## src/rtl/registered_priority_arbiter_if.sv

```systemverilog
// -----------------------------------------------------------------------------
// registered_priority_arbiter_if
//
// Purpose : Bundles the request/grant handshake between a set of requesters
//           and the registered priority arbiter.
//
// Signals : req          [N-1:0]     request lines, bit i = requester i (level)
//           mode                     0 = fixed priority, 1 = round-robin
//           ack                      consumer ends the current grant
//           grant_idx    [IDXW-1:0]  encoded index of the granted requester
//           grant_onehot [N-1:0]     one-hot grant vector (zero when idle)
//           valid                    a grant is active
//           busy_cycles  [15:0]      cycles the current grant has been held
//
// Modports: master - requester/consumer side (drives req, mode, ack)
//           slave  - arbiter side (drives the grant outputs)
// -----------------------------------------------------------------------------
interface registered_priority_arbiter_if #(
  parameter int N    = 8,
  parameter int IDXW = $clog2(N)
);

  logic [N-1:0]    req;
  logic            mode;
  logic            ack;
  logic [IDXW-1:0] grant_idx;
  logic [N-1:0]    grant_onehot;
  logic            valid;
  logic [15:0]     busy_cycles;

  modport master (
    output req,
    output mode,
    output ack,
    input  grant_idx,
    input  grant_onehot,
    input  valid,
    input  busy_cycles
  );

  modport slave (
    input  req,
    input  mode,
    input  ack,
    output grant_idx,
    output grant_onehot,
    output valid,
    output busy_cycles
  );

endinterface : registered_priority_arbiter_if

```

## src/rtl/registered_priority_arbiter.sv

```systemverilog
// -----------------------------------------------------------------------------
// registered_priority_arbiter
//
// Purpose : N-request arbiter with registered outputs. A winner is chosen
//           either by fixed priority (highest set index wins) or round-robin
//           (first set bit above the last winner, wrapping). Once granted, the
//           grant is held stable until the consumer acknowledges it; an ack
//           with requests pending re-arbitrates on the same edge so grants can
//           run back-to-back with valid held high.
//
// Ports   : i_clk   system clock, rising edge
//           i_rst   synchronous active-high reset, overrides everything
//           io_arb  slave modport of registered_priority_arbiter_if
//                   (req, mode, ack in; grant_idx, grant_onehot, valid,
//                    busy_cycles out)
//
// Parameters: N    number of request lines (2..32)
//             IDXW width of the encoded grant index
// -----------------------------------------------------------------------------
module registered_priority_arbiter #(
  parameter int N    = 8,
  parameter int IDXW = $clog2(N)
) (
  input  logic                            i_clk,
  input  logic                            i_rst,
  registered_priority_arbiter_if.slave    io_arb
);

  // ---------------------------------------------------------------------------
  // Types and constants
  // ---------------------------------------------------------------------------
  typedef enum logic [0:0] {
    ST_IDLE  = 1'b0,
    ST_GRANT = 1'b1
  } state_e;

  localparam logic [IDXW:0]   N_EXT      = (IDXW+1)'(N);
  localparam logic [IDXW-1:0] PTR_RESET  = IDXW'(N - 1);
  localparam logic [15:0]     BUSY_MAX   = 16'hFFFF;

  // ---------------------------------------------------------------------------
  // State
  // ---------------------------------------------------------------------------
  state_e          r_state;
  state_e          w_state_next;

  logic [IDXW-1:0] r_grant_idx;
  logic [N-1:0]    r_grant_onehot;
  logic            r_valid;
  logic [15:0]     r_busy_cycles;
  logic [IDXW-1:0] r_rr_ptr;

  // ---------------------------------------------------------------------------
  // Arbitration datapath
  // ---------------------------------------------------------------------------
  logic            w_any_req;
  logic [IDXW-1:0] w_fixed_idx;
  logic [IDXW:0]   w_rr_shamt;
  logic [N-1:0]    w_req_rot;
  logic [IDXW-1:0] w_rr_off;
  logic [IDXW:0]   w_rr_sum;
  logic [IDXW-1:0] w_rr_idx;
  logic [IDXW-1:0] w_winner_idx;
  logic [N-1:0]    w_winner_onehot;

  // FSM decode
  logic            w_load;     // capture a new winner this edge
  logic            w_release;  // grant ends with nobody waiting
  logic            w_hold;     // grant continues, count the cycle

  assign w_any_req = |io_arb.req;

  // Fixed priority: ascending scan, so the highest set index overwrites the
  // lower ones and wins.
  // NOTE: every variable written in a combinational block gets a default at
  // the top; a path that leaves one unassigned would infer a latch.
  always_comb begin
    w_fixed_idx = '0;
    for (int i = 0; i < N; i++) begin
      if (io_arb.req[i]) w_fixed_idx = IDXW'(i);
    end
  end

  // Round-robin: rotate the request vector so bit 0 is the requester just
  // above the pointer, find the lowest set bit there, then map the offset
  // back to an absolute index modulo N. Doubling the vector makes the
  // rotation wrap without a variable bit select, and works for any N.
  assign w_rr_shamt = {1'b0, r_rr_ptr} + (IDXW+1)'(1);
  assign w_req_rot  = N'({io_arb.req, io_arb.req} >> w_rr_shamt);

  always_comb begin
    w_rr_off = '0;
    for (int i = N - 1; i >= 0; i--) begin
      if (w_req_rot[i]) w_rr_off = IDXW'(i);
    end
  end

  // ptr + 1 + off is at most 2N-1, so a single conditional subtract wraps it.
  always_comb begin
    w_rr_sum = w_rr_shamt + {1'b0, w_rr_off};
    if (w_rr_sum >= N_EXT) w_rr_sum = w_rr_sum - N_EXT;
  end

  assign w_rr_idx = w_rr_sum[IDXW-1:0];

  // mode only matters on the edge where a winner is loaded, so the held
  // grant is unaffected by mode changes mid-grant.
  assign w_winner_idx    = io_arb.mode ? w_rr_idx : w_fixed_idx;
  assign w_winner_onehot = {{(N-1){1'b0}}, 1'b1} << w_winner_idx;

  // ---------------------------------------------------------------------------
  // FSM: state register
  // ---------------------------------------------------------------------------
  // NOTE: clocked state uses non-blocking assignments so every register
  // samples the pre-edge values, independent of statement order.
  always_ff @(posedge i_clk) begin
    if (i_rst) r_state <= ST_IDLE;
    else       r_state <= w_state_next;
  end

  // ---------------------------------------------------------------------------
  // FSM: next state and datapath controls
  // ---------------------------------------------------------------------------
  always_comb begin
    w_state_next = r_state;
    w_load       = 1'b0;
    w_release    = 1'b0;
    w_hold       = 1'b0;

    unique case (r_state)
      ST_IDLE: begin
        // ack is meaningless without a grant and is ignored here.
        if (w_any_req) begin
          w_load       = 1'b1;
          w_state_next = ST_GRANT;
        end
      end

      ST_GRANT: begin
        if (io_arb.ack) begin
          if (w_any_req) begin
            // Back-to-back: the just-acked requester competes again too.
            w_load       = 1'b1;
            w_state_next = ST_GRANT;
          end else begin
            w_release    = 1'b1;
            w_state_next = ST_IDLE;
          end
        end else begin
          w_hold = 1'b1;
        end
      end

      default: w_state_next = ST_IDLE;
    endcase
  end

  // ---------------------------------------------------------------------------
  // Grant registers
  // ---------------------------------------------------------------------------
  always_ff @(posedge i_clk) begin
    if (i_rst) begin
      r_grant_idx    <= '0;
      r_grant_onehot <= '0;
      r_valid        <= 1'b0;
      r_busy_cycles  <= '0;
      r_rr_ptr       <= PTR_RESET;
    end else if (w_load) begin
      r_grant_idx    <= w_winner_idx;
      r_grant_onehot <= w_winner_onehot;
      r_valid        <= 1'b1;
      r_busy_cycles  <= '0;
      // Pointer follows every grant, fixed mode included, so a later switch
      // to round-robin continues from the most recent winner.
      r_rr_ptr       <= w_winner_idx;
    end else if (w_release) begin
      // busy_cycles keeps its final count while idle.
      r_grant_idx    <= '0;
      r_grant_onehot <= '0;
      r_valid        <= 1'b0;
    end else if (w_hold) begin
      if (r_busy_cycles != BUSY_MAX) r_busy_cycles <= r_busy_cycles + 16'd1;
    end
  end

  // ---------------------------------------------------------------------------
  // Outputs
  // ---------------------------------------------------------------------------
  assign io_arb.grant_idx    = r_grant_idx;
  assign io_arb.grant_onehot = r_grant_onehot;
  assign io_arb.valid        = r_valid;
  assign io_arb.busy_cycles  = r_busy_cycles;

endmodule : registered_priority_arbiter

```

## src/flat_wrapper.sv

```systemverilog
// flat-port wrapper written by rule: the top's interface ports become plain ports
module registered_priority_arbiter_flat 
#(
  parameter int N    = 8,
  parameter int IDXW = $clog2(N)
)
  (i_clk, i_rst, io_arb_req, io_arb_mode, io_arb_ack, io_arb_grant_idx, io_arb_grant_onehot, io_arb_valid, io_arb_busy_cycles);
  registered_priority_arbiter_if #(.N(N), .IDXW(IDXW)) io_arb_i ();
  input  logic i_clk;
  input  logic i_rst;
  input wire logic [$bits(io_arb_i.req)-1:0] io_arb_req;
  input wire logic [$bits(io_arb_i.mode)-1:0] io_arb_mode;
  input wire logic [$bits(io_arb_i.ack)-1:0] io_arb_ack;
  output wire logic [$bits(io_arb_i.grant_idx)-1:0] io_arb_grant_idx;
  output wire logic [$bits(io_arb_i.grant_onehot)-1:0] io_arb_grant_onehot;
  output wire logic [$bits(io_arb_i.valid)-1:0] io_arb_valid;
  output wire logic [$bits(io_arb_i.busy_cycles)-1:0] io_arb_busy_cycles;
  assign io_arb_i.req = io_arb_req;
  assign io_arb_i.mode = io_arb_mode;
  assign io_arb_i.ack = io_arb_ack;
  assign io_arb_grant_idx = io_arb_i.grant_idx;
  assign io_arb_grant_onehot = io_arb_i.grant_onehot;
  assign io_arb_valid = io_arb_i.valid;
  assign io_arb_busy_cycles = io_arb_i.busy_cycles;
  registered_priority_arbiter #(.N(N), .IDXW(IDXW)) u_core (.i_clk(i_clk), .i_rst(i_rst), .io_arb(io_arb_i));
endmodule
```

## config.mk

```make
export PLATFORM = sky130hd
export DESIGN_NAME = registered_priority_arbiter_flat
export DESIGN_NICKNAME = d
export VERILOG_FILES = /design/src/rtl/registered_priority_arbiter_if.sv /design/src/rtl/registered_priority_arbiter.sv /design/src/flat_wrapper.sv
export SDC_FILE = /design/constraint.sdc
export NUM_CORES = 1
export LEC_CHECK = 0
export BUFFER_PORTS_ARGS = -buffer_cell sky130_fd_sc_hd__buf_2
export CORE_ASPECT_RATIO = 0.6
export CORE_UTILIZATION = 59
export DETAILED_ROUTE_END_ITERATION = 7
export PLACE_DENSITY = 0.86
export SETUP_SLACK_MARGIN = 0.3
export SLEW_MARGIN = 0
export SYNTH_ARGS = -nofsm -noshare
export SYNTH_HDL_FRONTEND = slang
export SYNTH_SLANG_ARGS = --single-unit
```

## constraint.sdc

```tcl
create_clock -name i_clk -period 6 [get_ports i_clk]
set_input_delay 0.6 -clock i_clk [delete_from_list [all_inputs] [get_ports i_clk]]
set_output_delay 0.6 -clock i_clk [all_outputs]
set_load 0.02 [all_outputs]
```

Word level (Yosys, flattened, before mapping)
Cells that the tools add are included.
{"block": "word_totals", "ff_bits": 32, "input_bits": 12, "output_inout_bits": 28, "elab_cells": 53}
{"block": "op_classes", "add_sub_neg": 4, "order_cmp": 1, "n_eq_ne": 1, "shift": 2, "mux": 33, "n_bitwise": 2, "n_reduce_logical": 4}
{"op": "$mux W3", "count": 16}
{"op": "$add A16 B1 Y16 const B", "count": 1}
{"op": "$mux W8", "count": 2}
{"op": "$ne A16 B16 Y1 const B", "count": 1}
{"op": "$shr A16 B4 Y8", "count": 1}
{"op": "$mux W1", "count": 11}
{"op": "$reduce_or A8 Y1", "count": 1}
{"op": "$shl A1 B3 Y8 const A", "count": 1}
{"op": "$add A3 B1 Y4 const B", "count": 1}
{"op": "$add A4 B3 Y4", "count": 1}
{"op": "$ge A4 B4 Y1 const B", "count": 1}
{"op": "$mux W2", "count": 2}
{"op": "$pmux W1 S2", "count": 2}
{"op": "$reduce_and A3 Y1", "count": 1}
{"op": "$sub A3 B1 Y3 const B", "count": 1}
{"op": "$not A1 Y1", "count": 2}
{"op": "$reduce_bool A2 Y1", "count": 1}
{"op": "$reduce_or A2 Y1", "count": 1}

Longest topological paths before layout
{"block": "depth", "word_depth": 16, "mapped_depth": 17, "mapped_depth_nobuf": 15}

Worst setup path before layout
OpenSTA, ideal clock, no wires.
{"block": "synth_timing", "path_kind": "flip-flop to flip-flop", "startpoint": "register u_core.r_rr_ptr[1]", "endpoint": "register u_core.r_grant_onehot[4], in the netlist u_core.io_arb.grant_onehot[4]", "setup_time_ps": 117, "arrival_ps": 3089, "required_ps": 5883, "path_slack_ps": 2793, "path_stages_with_launch": 17, "n_path_buf": 2, "period_less_slack_ps": 3207, "cell_sequence": "dfxtp_1 -> clkbuf_8 -> buf_2 -> mux2i_1 -> o31ai_1 -> a31oi_1 -> o21ai_0 -> a211oi_1 -> ha_1 -> inv_1 -> fa_1 -> inv_1 -> nand3_1 -> or3_1 -> nand4b_1 -> nor2_4 -> a32o_1"}
{"block": "synth_between", "elab_chain_cells": 16, "word_cells_on_any_way": 17, "classes_between": "3 x add/sub; 1 x order compare; 2 x shift; 11 x mux"}
{"element": "start, declared", "line": "registered_priority_arbiter.sv:51", "text": "logic [IDXW-1:0] r_rr_ptr;"}
{"element": "start signal, assigned", "line": "registered_priority_arbiter.sv:175", "text": "r_rr_ptr <= w_winner_idx;"}
{"element": "$add A3 B1 Y4 (*)", "line": "registered_priority_arbiter.sv:88", "text": "assign w_rr_shamt = {1'b0, r_rr_ptr} + (IDXW+1)'(1);"}
{"element": "$shr A16 B4 Y8", "line": "registered_priority_arbiter.sv:89", "text": "assign w_req_rot = N'({io_arb.req, io_arb.req} >> w_rr_shamt);"}
{"element": "$mux W3 (8 in series)", "line": "registered_priority_arbiter.sv:94", "text": "if (w_req_rot[i]) w_rr_off = IDXW'(i);"}
{"element": "$add A4 B3 Y4 (*)", "line": "registered_priority_arbiter.sv:100", "text": "w_rr_sum = w_rr_shamt + {1'b0, w_rr_off};"}
{"element": "$ge A4 B4 Y1 / $sub A3 B1 Y3 (equally long branches)", "line": "registered_priority_arbiter.sv:101", "text": "if (w_rr_sum >= N_EXT) w_rr_sum = w_rr_sum - N_EXT;"}
{"element": "$mux W3 (*)", "line": "registered_priority_arbiter.sv:101"}
{"element": "$mux W3 (*)", "line": "registered_priority_arbiter.sv:108", "text": "assign w_winner_idx = io_arb.mode ? w_rr_idx : w_fixed_idx;"}
{"element": "$shl A1 B3 Y8 (*)", "line": "registered_priority_arbiter.sv:109", "text": "assign w_winner_onehot = {{(N-1){1'b0}}, 1'b1} << w_winner_idx;"}
{"element": "$mux W8 (*)", "line": "registered_priority_arbiter.sv:168", "text": "end else if (w_load) begin"}
{"element": "end signal, assigned", "line": "registered_priority_arbiter.sv:170", "text": "r_grant_onehot <= w_winner_onehot;"}
{"element": "end, declared", "line": "registered_priority_arbiter.sv:48", "text": "logic [N-1:0] r_grant_onehot;"}
Every way passes the cells marked *; elsewhere a longest branch is shown, timed or not.
A chain may end at the register's enable or synchronous reset.

Worst setup path in the final report
{"block": "layout_timing", "startpoint": "register u_core.r_rr_ptr[1]", "endpoint": "register u_core.r_grant_onehot[1], in the netlist u_core.io_arb.grant_onehot[1]"}
Same word-level chain as after synthesis.

==> run metrics <==
status finished, final reports clean; Iter 0 DRT Violations around 190; Slew headroom approximately 45%; max_cap viols 0; setup TNS 0 ps; CTS H-tree lvls 2; CP Capture Type register; Peak Freq approximately 0.25 GHz; post-synthesis mux area share between 5 and 6%; Final setup viols 0; First-pass DRT Iterations 5; post-synthesis compound-gate area fraction between 20% and 30%; Via density ~6.2; root buf cell clkbuf_8; largest net degree at the start of global routing 24; commonest non-fill, non-tap cell in the layout buf_2; clock latency on the worst-skew pair 280 ps; Die ar. about 0.0038 sq mm; DR WL/cell approximately 15 microns; GPL Wtd Cong 0.945; area share of the largest cell type after synthesis a little under a third; critical path's largest stage delay ~860 ps; Post-synth EDFFs 0; syn_nets 272; Most Crowded Layer GR met1; Pleak approximately 0.001 uW; Post-Synth Simple-Gate Area between 20 and 25%; sequential share of the synthesized area a little under a third; Syn Inst Count between 200 and 300; ANT cells 0; WP data required around 6200 ps; vias in the first global route ~1.6k; main combinational cell family by area after synthesis compound AO/OA/AOI/OAI gates; routed wire length around 5100 microns; postcts setup bufs 0; clk_skew between 5 and 6 ps; Final Hold Violating Endpoints 0; ys flop type dfxtp_1; clk buf depth 2; CTS Hold Bufs 0; fillers about 290; Post-Synth XOR/XNOR Area under 10%; initial antenna violation count 0; power per standard cell area around 260 mW/mm^2; die width 78.9 microns; first-pass GRT wire length 7980 microns; CTS tree done; CP max FO 23; commonest non-fill, non-tap cells in the layout buf_2 (39), nor2_1 (33), dfxtp_1 (32), nand2_1 (19), a21oi_1 (14); met2 global-route usage approximately 40%; Critical Path Slowest Stage Cell dfxtp_1; # IOs 40; peak supply drop about 0.16 mV; crit start category register; Yosys Warn Count 0; core footprint between 0.003 and 0.004 sq mm; DP HPWL ~3700 microns; Routed Antenna Nets 0; met1 usage in global routing 41.3%; pins over their slew limit 0; # port buffers 39; grt ovf 0; register bit total from synthesis 32; fin crit period approximately 4000 ps; worst path arrival time ~4200 ps; share of cells above drive strength 1 a little over a fifth; vias about 2.1k; Yosys top cell by area dfxtp_1; worst path cell trace o21ai_0, o311a_1, a2111oi_0, a211oi_1, ha_1, inv_1, fa_1, nor2_1, a31o_2, nand3_1, or2b_2, a221oi_2; Post-Synth Adder-Cell Area between 2 and 2.5%; WS Path Type reg2reg; Nets roughly 310; final non-filler cell total around 340; met3 Track Usage GR under 10%; library cells used by synthesis just under 60; Mapped Area about 0.0021 sq mm; Row Count 16; Num CTS Buffers 5; Tcrit/Tclk final approximately two thirds; post-CTS sizing 0; RSZ-0062 raised after global routing no; clk slew on worst S/H paths about 70 ps; top cells by area, synth dfxtp_1 (31%), nor2_1 (5.9%), mux2i_1 (4.3%); chip height 48.1 microns; GRT Total Usage approximately 28%; Hold Crit Class reg2reg; Area growth syn-to-layout 12.6%; DRC violation count after routing 0; clock sink count 32; Post-Place Cells 328; Synth Area per Inst 8.14 sq um; asr flop ratio synth 0%; Starting Density between 60% and 70%; Worst Tran Pin Value slightly above 800 ps
[layer usage]
metal / share of wire, % / wire length, microns
met1: 49 / 2500
met2: 40 / 2020
met3: 9.9 / 498
met4: 0.67 / 34
met5: 0 / 0
[stage by stage]
stage	setup WS (ps)	hold WS (ps)	cell area, sq um	util, %	power, uW
finish	2000	468	2350	70.9	608
floorplan	2790	523	2090	-	372
global route	1700	498	2350	70.9	644
CTS	2060	465	2350	70.9	608
global placement	2180	450	2250	67.6	405
detailed placement	2100	456	2250	67.6	408
[final timing paths]
kind	from	endpoint	slack, ps	depth (start not counted)
max	u_core.r_rr_ptr[1]$_SDFFE_PP1P_	u_core.io_arb.grant_onehot[1]$_SDFFE_PP0P_	2000	12
min	u_core.io_arb.valid$_SDFFE_PP0P_	u_core.io_arb.valid$_SDFFE_PP0P_	470	2
max reg2reg	u_core.r_rr_ptr[1]$_SDFFE_PP1P_	u_core.io_arb.grant_onehot[1]$_SDFFE_PP0P_	2000	12
min reg2reg	u_core.io_arb.valid$_SDFFE_PP0P_	u_core.io_arb.valid$_SDFFE_PP0P_	470	2
[worst max-delay path, delay by kind of cell, from the launching register on]
kind                       cells  cell delay, ps
adders and majority gates      2             590
and+or+nand+nor                3             650
DFF                            1             860
buffers and inverters          1              60
AOI/OAI and AO/OA              6            1730
[power breakdown]
group / switching [uW] / internal, uW
combinational: 102 / 62.2
sequential: 18.4 / 225
clock: 77.7 / 123
[area by class of cell]
type	count	area, sq um	share of cell area (%)
Multi-Input combinational cell	198	1300	55.3
Tap cell	45	56.3	2.39
Inverter	14	52.6	2.23
Clock inverter	2	35.0	1.49
Sequential cell	32	641	27.2
Timing Repair Buffer	39	195	8.29
Clock buffer	6	72.6	3.08
[logic make-up after synthesis]
| family | after synthesis |
|---|---|
| AND/OR/NAND/NOR | 98 |
| AO/OA/AOI/OAI | 74 |
| flip-flops | 32 |
| buffers and inverters | 27 |
| XOR/XNOR | 13 |
| multiplexers | 10 |
| adder cells (fa/ha/maj) | 3 |
[registers in the layout, summed over array words and instances (netlist names)]
name / count
u_core.io_arb.grant_idx: 3
u_core.io_arb.busy_cycles: 16
u_core.r_state: 1
u_core.r_rr_ptr: 3
u_core.io_arb.grant_onehot: 8
u_core.io_arb.valid: 1
[Yosys cell counts (all sizes together) (2+ instances only)]
cell type	instances
nor2	34
dfxtp	32
nand2	19
a21oi	14
inv	14
o21ai	12
nand3	11
nor3	10
a211oi	9
mux2i	9
xnor2	7
buf	6
clkbuf	6
o211ai	6
xor2	6
a31oi	5
and3	5
a22oi	4
a32o	4
nand2b	3
nand4	3
nor2b	3
a21o	2
a221oi	2
a22o	2
a31o	2
ha	2
nor4	2
o2bb2ai	2
o31ai	2
or3	2
(Power assumes the default switching activity.)
